==> config.mk <==
export PLATFORM = sky130hd
export DESIGN_NAME = multi_priority_encoder
export DESIGN_NICKNAME = d
export VERILOG_FILES = /design/src/rtl/mpe_pkg.sv /design/src/rtl/priority_encoder.sv /design/src/rtl/multi_priority_encoder.sv
export SDC_FILE = /design/constraint.sdc
export NUM_CORES = 1
export LEC_CHECK = 0
export CELL_PAD_IN_SITES_DETAIL_PLACEMENT = 0
export CELL_PAD_IN_SITES_GLOBAL_PLACEMENT = 1
export CORE_UTILIZATION = 36
export DETAILED_ROUTE_END_ITERATION = 6
export HOLD_SLACK_MARGIN = 0.02
export PLACE_DENSITY_LB_ADDON = 0.15
export SYNTH_ARGS = -nofsm -noshare
export SYNTH_HDL_FRONTEND = slang
export SYNTH_HIERARCHICAL = 1
export SYNTH_SLANG_ARGS = --single-unit
==> constraint.sdc <==
create_clock -name clk -period 4.6 [get_ports clk]
set_clock_uncertainty 0.1 [all_clocks]
set_input_delay 0.92 -clock clk [delete_from_list [all_inputs] [get_ports clk]]
set_output_delay 0.92 -clock clk [all_outputs]
set_load 0.1 [all_outputs]
==> src/rtl/mpe_pkg.sv <==
// mpe_pkg: shared definitions for the multi-index priority encoder.
//   state_t         - controller state (IDLE: accepting a vector, EMIT: streaming indices)
//   MODE_MSB_FIRST  - encoder mode value giving the highest set bit priority
//   MODE_LSB_FIRST  - encoder mode value giving the lowest set bit priority
package mpe_pkg;

    typedef enum logic {
        IDLE = 1'b0,
        EMIT = 1'b1
    } state_t;

    localparam logic MODE_LSB_FIRST = 1'b0;
    localparam logic MODE_MSB_FIRST = 1'b1;

endpackage

==> src/rtl/priority_encoder.sv <==
// priority_encoder: combinational priority encoder with selectable direction.
//   vec    in   WIDTH      request bits
//   mode   in   1          MODE_MSB_FIRST: highest set bit wins; MODE_LSB_FIRST: lowest wins
//   index  out  OUT_WIDTH  position of the winning bit (0 when no bit is set)
//   valid  out  1          at least one bit of vec is set
module priority_encoder
    import mpe_pkg::*;
#(
    parameter int unsigned WIDTH     = 8,
    parameter int unsigned OUT_WIDTH = $clog2(WIDTH)
) (
    input  logic [WIDTH-1:0]     vec,
    input  logic                 mode,
    output logic [OUT_WIDTH-1:0] index,
    output logic                 valid
);

    always_comb begin
        index = '0;
        if (mode == MODE_MSB_FIRST) begin
            // ascending scan: the last hit is the highest set bit
            for (int unsigned i = 0; i < WIDTH; i++) begin
                if (vec[i]) index = OUT_WIDTH'(i);
            end
        end else begin
            // descending scan: the last hit is the lowest set bit
            for (int unsigned j = 0; j < WIDTH; j++) begin
                if (vec[WIDTH-1-j]) index = OUT_WIDTH'(WIDTH-1-j);
            end
        end
    end

    assign valid = |vec;

endmodule

==> src/rtl/multi_priority_encoder.sv <==
// multi_priority_encoder: accepts a request vector and streams up to MAX_OUT
// set-bit indices in priority order, one per out_valid/out_ready beat.
//   clk, reset       rising-edge clock, asynchronous active-high reset
//   in_valid/ready   request vector handshake; in_vec sampled on acceptance
//   out_valid/ready  index beat handshake
//   out_index        index of the current priority bit
//   out_last         final beat for this vector
//   out_none         the accepted vector had no set bits (single beat, index 0)
//   out_count        beats accepted so far for this vector
module multi_priority_encoder
    import mpe_pkg::*;
#(
    parameter int unsigned INPUT_WIDTH = 8,
    parameter int unsigned MAX_OUT     = 2,
    parameter int unsigned MSB_FIRST   = 1
) (
    input  logic                               clk,
    input  logic                               reset,
    input  logic                               in_valid,
    output logic                               in_ready,
    input  logic [INPUT_WIDTH-1:0]             in_vec,
    output logic                               out_valid,
    input  logic                               out_ready,
    output logic [$clog2(INPUT_WIDTH)-1:0]     out_index,
    output logic                               out_last,
    output logic                               out_none,
    output logic [$clog2(MAX_OUT+1)-1:0]       out_count
);

    localparam int unsigned OUTPUT_WIDTH = $clog2(INPUT_WIDTH);
    localparam int unsigned CNT_WIDTH    = $clog2(MAX_OUT + 1);
    localparam logic        MODE         = (MSB_FIRST != 0) ? MODE_MSB_FIRST : MODE_LSB_FIRST;

    state_t                  state, next_state;
    logic [INPUT_WIDTH-1:0]  residual, residual_next;
    logic [CNT_WIDTH-1:0]    count, count_next;
    logic [OUTPUT_WIDTH-1:0] enc_index;
    logic                    enc_valid;
    logic [INPUT_WIDTH-1:0]  clear_mask;
    logic                    single_bit;
    logic                    cap_reached;
    logic                    last;

    priority_encoder #(
        .WIDTH     (INPUT_WIDTH),
        .OUT_WIDTH (OUTPUT_WIDTH)
    ) u_encoder (
        .vec   (residual),
        .mode  (MODE),
        .index (enc_index),
        .valid (enc_valid)
    );

    // One-hot decode of the current index; used to retire that bit.
    always_comb begin
        clear_mask = '0;
        clear_mask[enc_index] = 1'b1;
    end

    assign single_bit  = enc_valid && ((residual & (residual - INPUT_WIDTH'(1))) == '0);
    assign cap_reached = (count + CNT_WIDTH'(1)) == CNT_WIDTH'(MAX_OUT);
    // An empty vector also ends after its single "none" beat.
    assign last        = cap_reached || single_bit || !enc_valid;

    always_ff @(posedge clk or posedge reset) begin
        if (reset) begin
            state    <= IDLE;
            residual <= '0;
            count    <= '0;
        end else begin
            state    <= next_state;
            residual <= residual_next;
            count    <= count_next;
        end
    end

    always_comb begin
        next_state    = state;
        residual_next = residual;
        count_next    = count;
        in_ready      = 1'b0;
        out_valid     = 1'b0;
        out_index     = '0;
        out_last      = 1'b0;
        out_none      = 1'b0;
        out_count     = count;
        unique case (state)
            IDLE: begin
                in_ready = 1'b1;
                if (in_valid) begin
                    residual_next = in_vec;
                    count_next    = '0;
                    next_state    = EMIT;
                end
            end
            EMIT: begin
                out_valid = 1'b1;
                out_index = enc_index;
                out_last  = last;
                out_none  = !enc_valid;
                if (out_ready) begin
                    residual_next = residual & ~clear_mask;
                    count_next    = count + CNT_WIDTH'(1);
                    if (last) next_state = IDLE;
                end
            end
            default: next_state = IDLE;
        endcase
    end

endmodule
Yosys cells after proc, flatten, opt, wreduce, memory -nomap -nowiden
Index checks and enable logic that the tools add are counted.

Add/sub/neg operators: 2. Magnitude comparators: 2. Eq/ne operators: 3. Muxes and demuxes: 24. Bitwise operators: 4. Reductions and logical operators: 8.

Operator list (count): bitwise AND 8 bit (2); two-way mux 8 bit (2); one-hot mux 8 bit (2 select lines) (1); two-way mux 3 bit (5); two-way mux 1 bit (9); zero test 8 bit (1); two-way mux 2 bit (4); NOT 8 bit (1); OR reduction 8 bit (1); subtractor 8 x 1 -> 8 bit (second input constant) (1); less-than comparator 3 x 4 -> 1 bit (second input constant) (1); != test 2 bit (second input constant) (2); one-hot mux 2 bit (2 select lines) (1); demux 1 bit (select 3 bit) (1); greater-or-equal comparator 3 x 1 -> 1 bit (second input constant) (1); adder 2 x 1 -> 2 bit (second input constant) (1); equality test 2 bit (second input constant) (1); logical AND 1 bit (2); logical OR 1 bit (2); one-hot mux 1 bit (2 select lines) (1); AND reduction 2 bit (1); zero test 1 bit (1); NOT 1 bit (1).

Bits in registers: 11. Bits of input ports: 12. Output and inout port bits: 9. Word-level logic and storage cells: 46.

Logic depth before layout (Yosys ltp)
Gate-level depths: netlist of run 1.

Depth in word-level cells: 15. Gate-level depth with buffers: 7. Mapped depth without buffers: 7.

Hierarchy
Netlist of run 1, hierarchy kept.

By module, submodules not included: multi_priority_encoder (times used 1, cells an instance 66, area an instance 616.8 µm², seq. area each 275.3 µm²); priority_encoder (times used 1, cells an instance 22, area an instance 130.1 µm², seq. area each 0.0 µm²).

Worst setup path after synthesis of run 1
No wires, ideal clock.

Kind: register to output. Start point: register state. End point: output out_last. Arrival time: 3296 ps. Data required time: 3580 ps. Path slack: 284 ps. Stages on the path, launching flop included: 4. Path buffers: 1. Cells stage by stage: dfrtp_1 -> buf_2 -> inv_1 -> a21oi_1.

Cells in the longest elaborated chain, start to end: 1.

RTL lines: from (decl) (line multi_priority_encoder.sv:34) `state_t state, next_state;`; from (signal assigned) (line multi_priority_encoder.sv:71) `state <= next_state;`; two-way mux 1 bit (line multi_priority_encoder.sv:87) `unique case (state)`; to (decl) (line multi_priority_encoder.sv:25) `output logic out_last,`.

Every way passes these cells.

Worst setup path in the final report of run 1
Start point: register residual[4]. End point: output out_index[1].

Cells in the longest elaborated chain, start to end: 5.

RTL lines: from (decl) (line multi_priority_encoder.sv:35) `logic [INPUT_WIDTH-1:0] residual, residual_next;`; from (signal assigned) (line multi_priority_encoder.sv:72) `residual <= residual_next;`; two-way mux 3 bit (4 in a row) (line priority_encoder.sv:23) `if (vec[i]) index = OUT_WIDTH'(i);`; net enc_index[1] (line multi_priority_encoder.sv:37) `logic [OUTPUT_WIDTH-1:0] enc_index;`; two-way mux 3 bit (line multi_priority_encoder.sv:87); to (decl) (line multi_priority_encoder.sv:24) `output logic [$clog2(INPUT_WIDTH)-1:0] out_index,`.

The timed path passes the listed nets, and every way through them passes these cells.

==> insert_results.sql, run 1 <==
INSERT INTO impl_metrics (metric_group, metric, value, unit) VALUES
('logic_synthesis', 'synth.yosys.seq_area_share', '0.369', ''),
('worst_setup_path', 'worst_setup_path_endpoint', 'out_index[1]', ''),
('placed_design', 'gp_routability_congestion', '0.835', ''),
('clock_tree', 'cts-htree-levels', '1', ''),
('sta', 'setup_slack', '0.943', 'ns'),
('die', 'die_w', '47.6', 'um'),
('grt', 'grt.overflow.total', '0', ''),
('die', 'initial_utilization', '0.381', ''),
('worst_setup_path', 'crit_path_max_fanout', '7', ''),
('placed_design', 'preCtsSetupSlack', '1.27', 'ns'),
('clock_tree', 'cts-resized-gates', '0', ''),
('finish', 'num_antenna_cells', '0', ''),
('sta', 'tightestPinTransition', '0.977', 'ns'),
('detailed_routing', 'post_drt_wl_per_cell', '13.2', 'um'),
('logic_synthesis', 'yosys_register_bits', '11', ''),
('placed_design', 'dp.final_hpwl', '1420', 'um'),
('sta', 'finalSetupTns', '0', 'ns'),
('die', 'rows', '16', ''),
('clock_tree', 'cts_setup_buffers', '0', ''),
('finish', 'final_net_count', '130', ''),
('clock_tree', 'cts_made_buffers', '3', ''),
('logic_synthesis', 'yosysMostFrequentCell', 'nand2_1', ''),
('sta', 'finalCritPeriodShare', '0.795', ''),
('grt', 'first_global_vias', '658', ''),
('sta', 'slew_headroom', '0.347', ''),
('detailed_routing', 'via_per_instance_ratio', '5.00', ''),
('grt', 'global_route_wire_length_before_repair', '2970', 'um'),
('grt', 'gr-usage-all-layers', '0.194', ''),
('logic_synthesis', 'ys_types', '32', ''),
('sta', 'fin_crit', '3.66', 'ns'),
('clock_tree', 'cts_sinks', '11', ''),
('sta', 'timing.final.max_slew_violations', '0', ''),
('grt', 'grt_antenna_before_repair', '0', ''),
('logic_synthesis', 'synth_area_per_cell', '8.49', 'um^2'),
('logic_synthesis', 'synth-main-ff-cell', 'dfrtp_1', ''),
('worst_setup_path', 'regToRegStartpoint', 'state', ''),
('logic_synthesis', 'synth_area', '747', 'um^2'),
('worst_setup_path', 'cp-startpoint', 'residual[4]', ''),
('sta', 'setup-violations-final', '0', ''),
('worst_setup_path', 'reg2reg_slack', '2.66', 'ns'),
('logic_synthesis', 'synth_top_area_frac', '0.369', ''),
('detailed_routing', 'remaining_drc_errors', '0', ''),
('clock_tree', 'tritoncts', 'yes', ''),
('logic_synthesis', 'synth_area_leaders', 'dfrtp_1 37%, a22o_1 8.2%, nand2_1 7.0%', ''),
('worst_setup_path', 'worstSetupPathType', 'reg -> out', ''),
('job', 'count_of_maximum_capacitance_violations', '0', ''),
('logic_synthesis', 'synth_enable_flop_cells', '0', ''),
('logic_synthesis', 'yosys-top-cells-count', '14 x nand2_1, 11 x dfrtp_1, 7 x a22o_1, 7 x nor2_1, 6 x nor2b_1', ''),
('clock_tree', 'cts_max_path_buffers', '2', ''),
('logic_synthesis', 'ys.warnings.count', '6', ''),
('logic_synthesis', 'synth_top_area_cell', 'dfrtp_1', ''),
('clock_tree', 'clock_input_transition_at_the_sequential_cells_of_the_worst_setup_and_hold_paths', '0.07', 'ns'),
('placed_design', 'portBuffers', '20', ''),
('worst_setup_path', 'endpoint_of_the_worst_slack_reg_to_reg_timing_path', 'residual[2]', ''),
('die', 'floorplan.io_pins', '21', ''),
('worst_setup_path', 'cell_depth_of_the_worst_flop_to_flop_path', '4', ''),
('logic_synthesis', 'synth-async-reset-ratio', '1.00', ''),
('grt', 'maximum_number_of_pins_on_one_net_before_global_route_repair', '14', ''),
('detailed_routing', 'drt_first_pass_iters', '4', ''),
('sta', 'max_freq', '273', 'MHz'),
('die', 'floorplan.die_area', '2260', 'um^2'),
('status', 'status', 'finished, final reports clean', ''),
('worst_hold_path', 'hold_path.class', 'reg -> reg', ''),
('die', 'die_height', '47.6', 'um'),
('worst_setup_path', 'endpoint_kind', 'output port', ''),
('finish', 'layout-drive-gt1-share', '0.0948', ''),
('die', 'design.core.area', '1960', 'um^2'),
('worst_setup_path', 'startpoint_type', 'flop', ''),
('worst_setup_path', 'worstPathArrival', '2.64', 'ns'),
('sta', 'report.final.hold_viol_count', '0', ''),
('worst_setup_path', 'crit_required', '3.58', 'ns'),
('sta', 'rsz_0062_raised_after_global_routing', 'false', ''),
('detailed_routing', 'via_count', '715', ''),
('clock_tree', 'hold_buffers', '0', ''),
('logic_synthesis', 'syn-instance-count', '88', ''),
('detailed_routing', 'ant_nets', '0', ''),
('detailed_routing', 'detailedRoute.firstIterationViolations', '15', ''),
('clock_tree', 'clock_insertion_delay_worst_skew', '0.27', 'ns'),
('clock_tree', 'ctsRootBufferMaster', 'clkbuf_4', ''),
('detailed_routing', 'totalWireLength', '1890', 'um'),
('finish', 'synthToLayoutAreaGrowth', '36.2', '%');
-- stage by stage --
step | area [um^2] | hold slack [ns] | cells | utilization
final | 1020 | 0.415 | 143 | 0.518
after detailed placement | 991 | 0.403 | 139 | 0.505
after global routing | 1020 | 0.484 | 143 | 0.518
after global placement | 991 | 0.399 | 139 | 0.505
after CTS | 1020 | 0.427 | 143 | 0.518
after floorplan | 769 | 0.457 | 94 | -
-- cell usage in the layout (no fill, tap or decap), types with 2 or more instances in the layout --
master	count
o21ai_1	2
nand2_1	14
nor4_1	2
conb_1	7
dfrtp_1	11
or3_1	3
o21ai_0	5
a21oi_1	3
clkbuf_4	3
nor2_1	7
a22o_1	7
nor2b_1	6
clkdlybuf4s50_1	19
and2_1	3
inv_1	4
-- worst min path at each step --
| stage | startpoint | endpoint | depth (start not counted) |
|---|---|---|---|
| floorplan | residual[5] | residual[5] | 1 |
| global placement | out_count[1] | out_count[1] | 2 |
| detailed placement | out_count[1] | out_count[1] | 2 |
| CTS | out_count[1] | out_count[1] | 2 |
| global route | out_count[1] | out_count[1] | 2 |
| finish | out_count[1] | out_count[1] | 2 |
-- logic make-up (layout without fill, tap and decap cells) --
family / after synthesis / in the layout / synth area share
fa+ha+maj: 2 / 2 / 0.0301
compound gates: 28 / 28 / 0.285
flops: 11 / 11 / 0.369
simple gates: 39 / 39 / 0.265
mux: 1 / 1 / 0.0134
buf+inv: 6 / 28 / 0.0335
other cells: 1 / 7 / 0.00502
-- worst max-delay path, stage by stage, from the launching register on --
cell	delay, ns
dfrtp_1	0.45
or2_4	0.29
a21oi_1	0.15
o32a_1	0.19
and2_1	0.15
clkdlybuf4s50_1	1.13
-- cell type report --
type                       count  area, um^2
clock buffer                   4        26.3
fill                         215         945
inverter                       4        15.0
multi-input combinational     77         469
sequential                    11         275
tap                           27        33.8
timing repair buffer          20         198
-- layer usage --
metal  vias up  part of all wire  GRT usage
met5         -                 0          0
met2        14              0.44      0.279
li1        374                 -          -
met4         0             0.012      0.100
met1       325              0.51      0.278
met3         2             0.033     0.0340
-- registers in the layout, indices dropped and copies added, names as in the netlist --
signal     flops
out_count      2
residual       8
state          1
Power of run 1 is left out: the tool's default activity adds up to more than one toggle a clock period on the data nets, which glitch-free logic cannot reach.
==> inputs of run 2 (changes only) <==
- CORE_UTILIZATION: 36 -> 33
- clock period: 4.6 -> 3.65 ns (I/O delays scaled with it)
==> run 2 against run 1 <==
Design area is 0.86% lower. Global-route usage fell by 1.6 points. Non-clock buffer count unchanged. Critical path type unchanged. Critical endpoint is now out_last. Largest cell class unchanged.
==> insert_results.sql, run 2 (same netlist as run 1, synthesis figures left out) <==
INSERT INTO impl_metrics (metric_group, metric, value, unit) VALUES
('placed_design', 'dp.final_hpwl', '1450', 'um'),
('clock_tree', 'tritoncts', 'yes', ''),
('die', 'design.core.area', '2040', 'um^2'),
('detailed_routing', 'ant_nets', '0', ''),
('sta', 'max_freq', '355', 'MHz'),
('finish', 'final_net_count', '130', ''),
('die', 'initial_utilization', '0.366', ''),
('finish', 'layout.cells.most_common', 'nand2_1', ''),
('clock_tree', 'cts_max_path_buffers', '2', ''),
('placed_design', 'portBuffers', '20', ''),
('sta', 'finalSetupTns', '0', 'ns'),
('worst_setup_path', 'worstSetupPathType', 'reg -> out', ''),
('detailed_routing', 'dr_wl_met2', '851', 'um'),
('worst_setup_path', 'crit_required', '2.82', 'ns'),
('placed_design', 'gp_routability_congestion', '0.829', ''),
('die', 'rows', '16', ''),
('clock_tree', 'cts_sinks', '11', ''),
('detailed_routing', 'totalWireLength', '1920', 'um'),
('die', 'die_w', '49.6', 'um'),
('grt', 'grt.overflow.total', '0', ''),
('grt', 'grt_antenna_before_repair', '0', ''),
('clock_tree', 'clock_input_transition_at_the_sequential_cells_of_the_worst_setup_and_hold_paths', '0.08', 'ns'),
('grt', 'gr-usage-all-layers', '0.178', ''),
('detailed_routing', 'maxUsedRoutingLayer', 'met4', ''),
('die', 'floorplan.die_area', '2460', 'um^2'),
('sta', 'rsz_0062_raised_after_global_routing', 'false', ''),
('detailed_routing', 'remaining_drc_errors', '0', ''),
('clock_tree', 'ctsRootBufferMaster', 'clkbuf_4', ''),
('grt', 'first_global_vias', '726', ''),
('sta', 'timing.final.max_slew_violations', '0', ''),
('die', 'floorplan.io_pins', '21', ''),
('sta', 'fin_crit', '2.81', 'ns'),
('placed_design', 'dpl_cell_area', '982', 'um^2'),
('sta', 'final.hold.worst_slack', '0.414', 'ns'),
('sta', 'finalCritPeriodShare', '0.771', ''),
('worst_setup_path', 'crit_path_max_fanout', '7', ''),
('grt', 'maximum_number_of_pins_on_one_net_before_global_route_repair', '14', ''),
('finish', 'num_antenna_cells', '0', ''),
('clock_tree', 'hold_buffers', '0', ''),
('detailed_routing', 'detailedRoute.firstIterationViolations', '13', ''),
('clock_tree', 'cts-resized-gates', '0', ''),
('status', 'status', 'finished, final reports clean', ''),
('clock_tree', 'clock_insertion_delay_worst_skew', '0.27', 'ns'),
('sta', 'report.final.hold_viol_count', '0', ''),
('finish', 'layout-drive-gt1-share', '0.164', ''),
('sta', 'slew_headroom', '0.356', ''),
('worst_setup_path', 'startpoint_type', 'flop', ''),
('grt', 'global_route_wire_length_before_repair', '3290', 'um'),
('worst_setup_path', 'endpoint_kind', 'output port', ''),
('detailed_routing', 'via_per_instance_ratio', '5.22', ''),
('finish', 'largest_reg_flops', '8', ''),
('sta', 'tightestPinTransition', '0.964', 'ns'),
('finish', 'largest-register', 'residual', ''),
('detailed_routing', 'via_count', '747', ''),
('sta', 'setup_slack', '0.836', 'ns'),
('detailed_routing', 'drt_first_pass_iters', '4', ''),
('finish', 'layout.cells.most_common_list', '14 x nand2_1, 13 x clkdlybuf4s50_1, 11 x dfrtp_1', ''),
('detailed_routing', 'detailroute.wirelength.met3', '40', 'um'),
('clock_tree', 'cts_made_buffers', '3', ''),
('detailed_routing', 'route.layer.met1.wl', '999', 'um'),
('job', 'count_of_maximum_capacitance_violations', '0', ''),
('detailed_routing', 'post_drt_wl_per_cell', '13.4', 'um'),
('die', 'die_height', '49.6', 'um'),
('worst_hold_path', 'hold_path.class', 'reg -> reg', ''),
('worst_setup_path', 'worstPathArrival', '1.98', 'ns'),
('placed_design', 'preCtsSetupSlack', '1.11', 'ns'),
('finish', 'synthToLayoutAreaGrowth', '35.0', '%'),
('clock_tree', 'cts-htree-levels', '1', ''),
('sta', 'setup-violations-final', '0', ''),
('finish', 'final_design_instance_area_without_fill', '1010', 'um^2'),
('clock_tree', 'cts_setup_buffers', '0', '');
==> run 2: cell types whose count changed in the layout (fill, tap and decap cells not counted), sizes merged <==
cell           delta
clkdlybuf4s50     -6
buf               +6
==> run 2: final cells by class <==
type	instances	area [um^2]
well taps	27	33.8
multi-input cells	77	475
clock buffers	4	26.3
inverters	4	15.0
repair buffers	20	183
fillers	207	1030
flip-flops and latches	11	275
==> run 2: final timing paths <==
kind,to,startpoint,slack [ns],cells past startpoint
max,out_last,residual[1],0.84,5
min in group asynchronous,residual[0],reset,0.64,2
max in group asynchronous,residual[2],reset,2.51,2
min,out_count[1],out_count[1],0.41,2
min reg2reg,out_count[1],out_count[1],0.41,2
max reg2reg,residual[3],residual[4],1.72,7
==> run 2: stage by stage <==
step / instances / util
global route: 143 / 0.494
floorplan: 94 / -
detailed placement: 139 / 0.481
CTS: 143 / 0.494
finish: 143 / 0.494
global placement: 139 / 0.481
==> run 2: routing by layer <==
metal  global-route usage  vias up
li1                     -      369
met1                0.264      360
met2                0.255       14
met3               0.0278        4
met4               0.0714        0
met5                    0        -
==> run 2: critical path, stage by stage (launching register included) <==
cell and delay, ns:
dfrtp_1 0.48, maj3_1 0.38, a221oi_1 0.27, o21ai_1 0.14, a21oi_2 0.15, buf_4 0.29
Power of run 2 is left out for the same reason.
==> inputs of run 3 (changes only) <==
- CORE_UTILIZATION: 33 -> 30
- clock period: 3.65 -> 2.55 ns (I/O delays scaled with it)
==> run 3 against run 2 <==
Utilization increased by 2.1 points. Sequential share of layout area is 2.7 points lower. Via count grew 2.5%.
==> insert_results.sql, run 3 (same netlist as run 1, synthesis figures left out) <==
INSERT INTO impl_metrics (metric_group, metric, value, unit) VALUES
('worst_hold_path', 'hold_path_depth', '2', ''),
('sta', 'finalCritPeriodShare', '0.965', ''),
('placed_design', 'gp_routability_congestion', '0.816', ''),
('grt', 'gr-usage-all-layers', '0.173', ''),
('worst_setup_path', 'worst_path_max_delay_cell', 'dfrtp_2', ''),
('worst_setup_path', 'cell_depth_of_the_worst_flop_to_flop_path', '7', ''),
('job', 'count_of_maximum_capacitance_violations', '0', ''),
('grt', 'grt.overflow.total', '0', ''),
('detailed_routing', 'post_drt_wl_per_cell', '14.1', 'um'),
('worst_setup_path', 'regToRegStartpoint', 'residual[2]', ''),
('clock_tree', 'cts_sinks', '11', ''),
('worst_setup_path', 'crit_chain', 'maj3_1 -> a221oi_2 -> o21ai_2 -> a21oi_4 -> buf_12', ''),
('grt', 'global_route_wire_length_before_repair', '3410', 'um'),
('worst_hold_path', 'min-delay-start', 'out_count[1]', ''),
('worst_setup_path', 'endpoint_of_the_worst_slack_reg_to_reg_timing_path', 'residual[0]', ''),
('detailed_routing', 'drt_first_pass_iters', '4', ''),
('worst_setup_path', 'max_stage_delay', '0.47', 'ns'),
('clock_tree', 'cts-htree-levels', '1', ''),
('clock_tree', 'clock_input_transition_at_the_sequential_cells_of_the_worst_setup_and_hold_paths', '0.08', 'ns'),
('placed_design', 'portBuffers', '20', ''),
('clock_tree', 'hold_buffers', '0', ''),
('detailed_routing', 'remaining_drc_errors', '0', ''),
('sta', 'timing.final.max_slew_violations', '0', ''),
('worst_setup_path', 'crit_path_max_fanout', '8', ''),
('worst_setup_path', 'startpoint_type', 'flop', ''),
('die', 'die_w', '51.9', 'um'),
('clock_tree', 'tritoncts', 'yes', ''),
('sta', 'final.hold.worst_slack', '0.422', 'ns'),
('finish', 'layout.cells.most_common_list', '14 x nand2_1, 11 x clkdlybuf4s50_1, 9 x buf_4', ''),
('clock_tree', 'clock_insertion_delay_worst_skew', '0.26', 'ns'),
('worst_setup_path', 'crit_family', 'compound AO/OA/AOI/OAI gates', ''),
('die', 'rows', '17', ''),
('worst_setup_path', 'crit_required', '1.94', 'ns'),
('detailed_routing', 'detailedRoute.firstIterationViolations', '15', ''),
('sta', 'report.final.hold_viol_count', '0', ''),
('clock_tree', 'cts_max_path_buffers', '2', ''),
('die', 'initial_utilization', '0.328', ''),
('detailed_routing', 'via_count', '766', ''),
('grt', 'grt_antenna_before_repair', '0', ''),
('detailed_routing', 'ant_nets', '0', ''),
('finish', 'largest-register', 'residual', ''),
('placed_design', 'dp.final_hpwl', '1530', 'um'),
('detailed_routing', 'totalWireLength', '2110', 'um'),
('worst_hold_path', 'min_to', 'out_count[1]', ''),
('clock_tree', 'ctsRootBufferMaster', 'clkbuf_4', ''),
('die', 'floorplan.io_pins', '21', ''),
('sta', 'max_freq', '407', 'MHz'),
('worst_setup_path', 'worstSetupPathType', 'reg -> out', ''),
('finish', 'num_antenna_cells', '0', ''),
('finish', 'synthToLayoutAreaGrowth', '56.8', '%'),
('finish', 'largest_reg_flops', '8', ''),
('die', 'design.core.area', '2280', 'um^2'),
('finish', 'layout.cells.most_common', 'nand2_1', ''),
('worst_setup_path', 'worstPathArrival', '1.85', 'ns'),
('worst_setup_path', 'reg2reg_slack', '0.63', 'ns'),
('sta', 'rsz_0062_raised_after_global_routing', 'false', ''),
('sta', 'setup-violations-final', '0', ''),
('finish', 'final_net_count', '135', ''),
('sta', 'fin_crit', '2.46', 'ns'),
('die', 'floorplan.die_area', '2690', 'um^2'),
('worst_hold_path', 'hold_path.class', 'reg -> reg', ''),
('clock_tree', 'cts_made_buffers', '3', ''),
('worst_setup_path', 'timing.critical_path.buf_inv', '1', ''),
('worst_setup_path', 'endpoint_kind', 'output port', ''),
('finish', 'layout-drive-gt1-share', '0.339', ''),
('grt', 'maximum_number_of_pins_on_one_net_before_global_route_repair', '14', ''),
('die', 'die_height', '51.9', 'um'),
('status', 'status', 'finished, final reports clean', ''),
('detailed_routing', 'via_per_instance_ratio', '5.14', ''),
('grt', 'first_global_vias', '716', '');
==> run 3: worst max-delay path by stage <==
stage / slack [ns] / from / cells after the start / endpoint
after global routing: 0.02 / residual[5] / 6 / out_last
after global placement: 0.27 / residual[7] / 5 / out_last
after CTS: 0.01 / residual[2] / 5 / out_last
after floorplan: -0.07 / state / 3 / out_last
final: 0.09 / residual[2] / 5 / out_last
after detailed placement: 0.26 / residual[7] / 5 / out_last
==> run 3: layer usage <==
layer,GRT usage,part of all wire,wire length (um),up-vias
met1,0.242,0.50,1060,363
met4,0.0541,0.0095,20,0
met2,0.276,0.47,986,15
met3,0.0175,0.021,45,4
met5,0,0,0,-
li1,-,-,-,384
==> run 3: metrics by stage <==
| step | setup TNS [ns] | instances | worst slack (ns) | utilization | area [um^2] |
|---|---|---|---|---|---|
| after floorplan | -0.0684 | 94 | -0.0684 | - | 802 |
| after CTS | 0 | 149 | 0.0114 | 0.496 | 1130 |
| final | 0 | 149 | 0.0901 | 0.515 | 1170 |
| after global routing | 0 | 149 | 0.0161 | 0.515 | 1170 |
| after global placement | 0 | 141 | 0.268 | 0.469 | 1070 |
| after detailed placement | 0 | 141 | 0.263 | 0.469 | 1070 |
==> run 3: timing repair <==
item | 4_1_cts | 5_1_grt
setup buffers | 4 | 0
setup endpoints to repair | 1 | 1
gates resized for setup | 4 | 10
gates cloned | 0 | 0
pin swaps | 0 | 1
==> run 3: layout make-up <==
cell class	instances	area (um^2)
Fill cell	211	1100
Multi-Input combinational cell	77	526
Sequential cell	11	288
Timing Repair Buffer	25	278
Tap cell	28	35.0
Clock buffer	4	26.3
Inverter	4	18.8
==> run 3: worst min-delay path: cells and delay by family (launching register included) <==
kind	cells	cell delay [ns]
flip-flops	1	0.37
AND/OR/NAND/NOR	1	0.05
AO/OA/AOI/OAI	1	0.07
Power of run 3 is left out for the same reason.
